<file path="src/rtl/fetch_stage.sv">
// RV32I instruction fetch: owns the PC, issues one outstanding imem request at a time,
// and holds the returned word in a one-entry IF/ID register. Optional: FETCH_MISALIGN_CHECK_EN.
`ifndef WORDSIZE
`define WORDSIZE 32
`endif

module fetch_stage #(
  parameter logic [`WORDSIZE-1:0] RESET_PC = 32'h0000_0000,
  parameter logic [`WORDSIZE-1:0] NOP_INST = 32'h0000_0013
) (
  input  logic                 clk,
  input  logic                 rst_n,
  output logic                 imem_req,
  output logic [`WORDSIZE-1:0] imem_addr,
  input  logic                 imem_ready,
  input  logic                 imem_rvalid,
  input  logic [`WORDSIZE-1:0] imem_rdata,
  input  logic                 redir_valid,
  input  logic [`WORDSIZE-1:0] redir_pc,
  output logic                 id_valid,
  input  logic                 id_ready,
  output logic [`WORDSIZE-1:0] id_inst,
  output logic [`WORDSIZE-1:0] id_pc
`ifdef FETCH_MISALIGN_CHECK_EN
  , output logic               fetch_misalign
`endif
);

  typedef enum logic [1:0] {IDLE, REQ, WAIT, HALT} state_t;

  state_t                 state, state_nxt;
  logic [`WORDSIZE-1:0]   pc;
  logic                   kill;
  logic [`WORDSIZE-1:0]   redir_tgt;
  logic                   redir_bad;
  logic                   resp;

  // The PC is kept word aligned regardless of the target's low bits.
  assign redir_tgt = redir_pc & ~`WORDSIZE'h3;
  assign resp      = (state == WAIT) && imem_rvalid;
  assign imem_addr = pc;

`ifdef FETCH_MISALIGN_CHECK_EN
  assign redir_bad = redir_valid && (redir_pc[1:0] != 2'b00);
`else
  assign redir_bad = 1'b0;
`endif

  always_ff @(posedge clk or negedge rst_n) begin
    if (!rst_n) state <= IDLE;
    else        state <= state_nxt;
  end

  always_comb begin
    state_nxt = state;
    case (state)
      IDLE:    state_nxt = REQ;
      REQ:     if (imem_req && imem_ready) state_nxt = WAIT;
      WAIT:    if (imem_rvalid) state_nxt = REQ;
      HALT:    state_nxt = HALT;
      default: state_nxt = IDLE;
    endcase
    // Redirect overrides everything; an un-returned request keeps us in WAIT to drain it.
    if (redir_valid) begin
      if (redir_bad)                          state_nxt = HALT;
      else if (state == WAIT && !imem_rvalid) state_nxt = WAIT;
      else                                    state_nxt = REQ;
    end
  end

  always_comb begin
    imem_req = (state == REQ) && (!id_valid || id_ready) && !redir_valid;
  end

  always_ff @(posedge clk or negedge rst_n) begin
    if (!rst_n) begin
      pc       <= RESET_PC;
      kill     <= 1'b0;
      id_valid <= 1'b0;
      id_inst  <= NOP_INST;
      id_pc    <= '0;
    end else if (redir_valid) begin
      pc       <= redir_tgt;
      kill     <= (state == WAIT) && !imem_rvalid && !redir_bad;
      id_valid <= 1'b0;
      id_inst  <= NOP_INST;
    end else begin
      if (id_valid && id_ready) begin
        id_valid <= 1'b0;
        id_inst  <= NOP_INST;
      end
      // A load in the same edge as a consume wins, keeping the slot full.
      if (resp) begin
        if (kill) begin
          kill <= 1'b0;
        end else begin
          id_valid <= 1'b1;
          id_inst  <= imem_rdata;
          id_pc    <= pc;
          pc       <= pc + `WORDSIZE'd4;
        end
      end
    end
  end

`ifdef FETCH_MISALIGN_CHECK_EN
  always_ff @(posedge clk or negedge rst_n) begin
    if (!rst_n)           fetch_misalign <= 1'b0;
    else if (redir_valid) fetch_misalign <= redir_bad;
  end
`endif

endmodule

</file>
<file path="config.mk">
export PLATFORM = sky130hd
export DESIGN_NAME = fetch_stage
export DESIGN_NICKNAME = d
export VERILOG_FILES = /design/src/rtl/fetch_stage.sv
export SDC_FILE = /design/constraint.sdc
export NUM_CORES = 1
export LEC_CHECK = 0
export CORE_MARGIN = 3
export CORE_UTILIZATION = 47
export CTS_CLUSTER_SIZE = 28
export DETAILED_ROUTE_END_ITERATION = 10
export GPL_ROUTABILITY_DRIVEN = 0
export GPL_TIMING_DRIVEN = 0
export HOLD_SLACK_MARGIN = 0.12
export PLACE_DENSITY = 0.86
export SLEW_MARGIN = 10
export SYNTH_ARGS = -nofsm -noshare
export SYNTH_HDL_FRONTEND = slang
export SYNTH_SLANG_ARGS = --single-unit
</file>
<file path="constraint.sdc">
create_clock -name clk -period 2.9 [get_ports clk]
set_input_delay 0.29 -clock clk [delete_from_list [all_inputs] [get_ports clk]]
set_output_delay 0.29 -clock clk [all_outputs]
set_load 0.02 [all_outputs]
</file>
==> Word level (Yosys, flattened, before mapping) <==
Cells that the tools add are included.
{ "word_totals": {"output_inout_bits": 98, "latch_bits": 0, "mem_bits_ro": 0, "n_memories": 0, "reg_bits": 100, "input_bits": 70, "ram_bits": 0, "word_cells": 48} }
{ "classes": {"mul": 0, "bitwise_logic": 2, "n_eq_ne": 6, "order_cmp": 0, "shift": 0, "n_div": 0, "muxes": 18, "n_reduce_logical": 15, "add_sub_neg": 1} }
{ "ops": {"columns": ["cell", "n"], "rows": [
  ["$mux W32", 7],
  ["$add A32 B3 Y32 const B", 1],
  ["$mux W2", 4],
  ["$pmux W2 S4", 1],
  ["$logic_and A1 B1 Y1", 6],
  ["$mux W1", 6],
  ["$ne A3 B3 Y1 const B", 2],
  ["$eq A2 B2 Y1 const B", 2],
  ["$reduce_and A2 Y1", 2],
  ["$logic_not A1 Y1", 3],
  ["$reduce_and A3 Y1", 1],
  ["$eq A2 B1 Y1 const B", 1],
  ["$logic_not A2 Y1", 1],
  ["$ne A2 B2 Y1 const B", 1],
  ["$not A1 Y1", 2],
  ["$reduce_bool A2 Y1", 1],
  ["$logic_or A1 B1 Y1", 1]
]} }

==> Depth between registers and ports, before layout <==
{ "logic_depth": {"depth_word": 8, "ltp_mapped": 6, "depth_no_buf": 6} }

==> Least setup slack after synthesis <==
No wires, ideal clock.
{ "synth_path": {"path_kind": "register -> register", "start": "reg pc[8] (netlist: imem_addr[8])", "end": "reg pc[27] (netlist: imem_addr[27])", "setup_ns": 0.129, "t_arrival_ns": 1.672, "path_buffers": 1, "synth_period_minus_slack_ns": 1.801, "path_stages_with_launch": 7, "path_slack_ns": 1.099, "required_ns": 2.771, "path_cell_list": "dfrtp_1 and4_1 nand4_2 buf_2 nor4_1 xnor2_1 o21ai_1"} }
{ "synth_between": {"elab_chain_len": 4} }
{ "synth_lines": {"columns": ["item", "line", "text"], "rows": [
  ["start, declared", "32", "logic [`WORDSIZE-1:0] pc;"],
  ["start signal, assigned", "83", "pc <= redir_tgt;"],
  ["start signal, assigned", "100", "pc <= pc + `WORDSIZE'd4;"],
  ["$add A32 B3 Y32", "100", null],
  ["$mux W32", "94", "if (kill) begin"],
  ["$mux W32", "93", "if (resp) begin"],
  ["$mux W32", "82", "end else if (redir_valid) begin"]
]} }
No other way between the ends. The select of a mux whose other input is x is not followed.
A chain may end at the register's enable or synchronous reset.

==> Final worst setup path <==
{ "layout_path": {"start": "in redir_valid", "end": "out imem_req"} }
{ "layout_between": {"elab_chain_len": 2} }
{ "layout_lines": {"columns": ["item", "line", "text"], "rows": [
  ["start, declared", "18", "input logic redir_valid,"],
  ["$logic_not A1 Y1", "72", "imem_req = (state == REQ) && (!id_valid || id_ready) && !redir_valid;"],
  ["$logic_and A1 B1 Y1", "72", null],
  ["end, declared", "13", "output logic imem_req,"]
]} }
No other way between the ends.

==> run metrics <==
status completed; wire per inst 17.5 um; Core Area 8380 um2; initial core utilization 0.495; CP top delay family buffers and inverters; die height 99.9 um; clk buf depth 2; setup violators final 0; std cell rows 33; I/O Buffers 161; CTS tree done; worst-path cell with the longest stage delay clkdlybuf4s50_1; Tcrit/Tclk final 0.811; commonest non-fill, non-tap cell in the layout clkdlybuf4s50_1; number of global-route vias before repair 3863; post-synth cell types 38; RR Startpoint id_valid; CP max FO 10; Slew HR 0.528; fin. max-slew vios 0; actual slew at the worst max-slew pin 706 ps; Worst VDD drop 0.000336 V; Overflow after GRT 0; Fillers 633; CP Class primary input to primary output; Final #Nets 662; CP cell instances clkdlybuf4s50_1 -> clkbuf_1 -> nor4b_1 -> clkdlybuf4s50_1; root buffer cell clkbuf_8; Post-DP HPWL 9.21 mm; layout cells sized above 1 0.0588; pre-CTS setup slack 468 ps; Fin Clk Skew 10.6 ps; starting DRC count in detailed routing 213; initial antenna violation count 0; Syn Area/Cell 10.0 um2; Max-Cap Viols 0; clock sink count 96; worst min-delay path category primary input to async pin; Final Hold Vio Count 0; synthesized instance count 414; Total Wirelength 12.3 mm; Pwr Density 528 nW/um2; Crit. Startpoint redir_valid; final worst slack 548 ps; Reg clk slew, reported paths 90 ps; Ports 168; crit-path max cell delay 680 ps; post-layout util 0.731; Worst setup EP type primary output; largest net degree at the start of global routing 63; # H-tree levels 3; DR DRC count 0; final worst path period need 2350 ps; first-pass GRT wire length 19.7 mm; die span in x 99.9 um; RSZ-0062 raised after global routing false; CP Data Arrival Time 2060 ps; flops & latches, synth 96; Num CTS Buffers 9; crit path buf inv count 3; YS warnings 0; vias per inst 5.27; DIE AREA 9990 um2; post-synthesis sequential area ratio 0.580; Most common cell on crit path clkdlybuf4s50_1; most frequent cells in the layout 160 x clkdlybuf4s50_1, 126 x nand2_1, 93 x dfrtp_1; vias 3692; Mapped Area 4150 um2; first drt pass iteration count 4; Global Route Usage Sum 0.251; Layout area overhead 47.8%; Post-CTS Setup Bufs 0; antenna cell count 0; crit start category primary input; Crit path required time 2610 ps; P_leak 2.66 nW; Clk Latency, worst-skew pair 370 ps; antenna viol nets, final 0; achievable frequency 425 MHz; total chip power 3.23 mW
## registers in the layout (all words and copies together) (netlist names)
register	cells
id_pc	30
id_valid	1
id_inst	32
imem_addr	30
kill	1
state	2
## stage by stage
step,hold WS (ps),cell area (um2),instances,TNS (ps)
CTS,436,6130,700,0
global route,469,6130,700,0
finish,433,6130,700,0
global placement,460,5900,683,-176110
floorplan,-5.59,4160,417,0
detailed placement,280,5930,684,0
## metal layers
metal | vias to the layer above | part of all wire | global-route usage
met3 | 18 | 0.058 | 0.0403
met2 | 131 | 0.50 | 0.420
met5 | - | 0 | 0
met4 | 0 | 0.020 | 0.101
met1 | 1796 | 0.43 | 0.328
li1 | 1747 | - | -
## cell families after synthesis
| family | synth area share |
|---|---|
| multiplexers | 0.0106 |
| buffers and inverters | 0.0344 |
| AO/OA/AOI/OAI | 0.116 |
| flip-flops | 0.580 |
| XOR/XNOR | 0.0613 |
| other | 0.000904 |
| AND/OR/NAND/NOR | 0.194 |
| adder cells (fa/ha/maj) | 0.00302 |
## final cells by class
class	count	area, um2	area share
multi-input cells	288	1610	0.263
repair buffers	163	1650	0.269
clock buffers	10	138	0.0225
flip-flops and latches	96	2410	0.393
plain buffers	26	116	0.0190
clock inverters	5	56.3	0.00919
inverters	7	26.3	0.00429
well taps	105	131	0.0214
## power breakdown
part           internal (mW)  leakage, nW  switching (mW)
Combinational          0.386         1.31           0.385
Sequential              1.47         1.25           0.116
Clock                  0.418       0.0985           0.462
Total                   2.27         2.66           0.963
## synth_stat cells
master     instances  area (um2)
and3_1             2        12.5
xnor2_1           24         210
nand3_1            8        40.0
nor4_1             6        37.5
o21ai_1            3        15.0
and2_1             2        12.5
a22o_1            29         254
and4bb_2           1        12.5
o21ai_0           29         145
nor2_1             8        30.0
nand2b_1           2        12.5
mux2_2             3        33.8
or4_4              1        11.3
conb_1             1        3.75
nand2_1          126         473
o22a_1             3        26.3
a21oi_1            5        25.0
dfrtp_1           93        2330
buf_4              4        30.0
or3_1              1        6.26
mux2i_1            1        10.0
and4_1             4        35.0
nand4_2            1        12.5
nand4_1            3        18.8
nand4bb_1          1        11.3
nor3_1            10        50.1
buf_2              3        15.0
o32ai_1            1        8.76
o22ai_1            1        6.26
dfstp_2            3        78.8
ha_1               1        12.5
clkbuf_1          18        67.6
buf_1              1        3.75
or2_2              1        6.26
nor4b_1            1        8.76
inv_1              7        26.3
xor2_1             5        43.8
nor4_2             1        12.5
## worst paths after layout
check	endpoint	slack, ps	cells after the start
setup / recovery	imem_req	550	4
hold / removal	id_inst[8]	430	2
setup reg to reg	id_inst[30]	820	5
hold reg to reg	id_pc[19]	480	2
max in group asynchronous	id_inst[1]	1760	3
min in group clk	imem_addr[27]	470	3
## what timing repair did
item	4_1_cts	5_1_grt
gates resized for setup	0	0
hold buffers	1	0
endpoints found under the hold margin	34	0
Power figures use the tool's default switching activity.
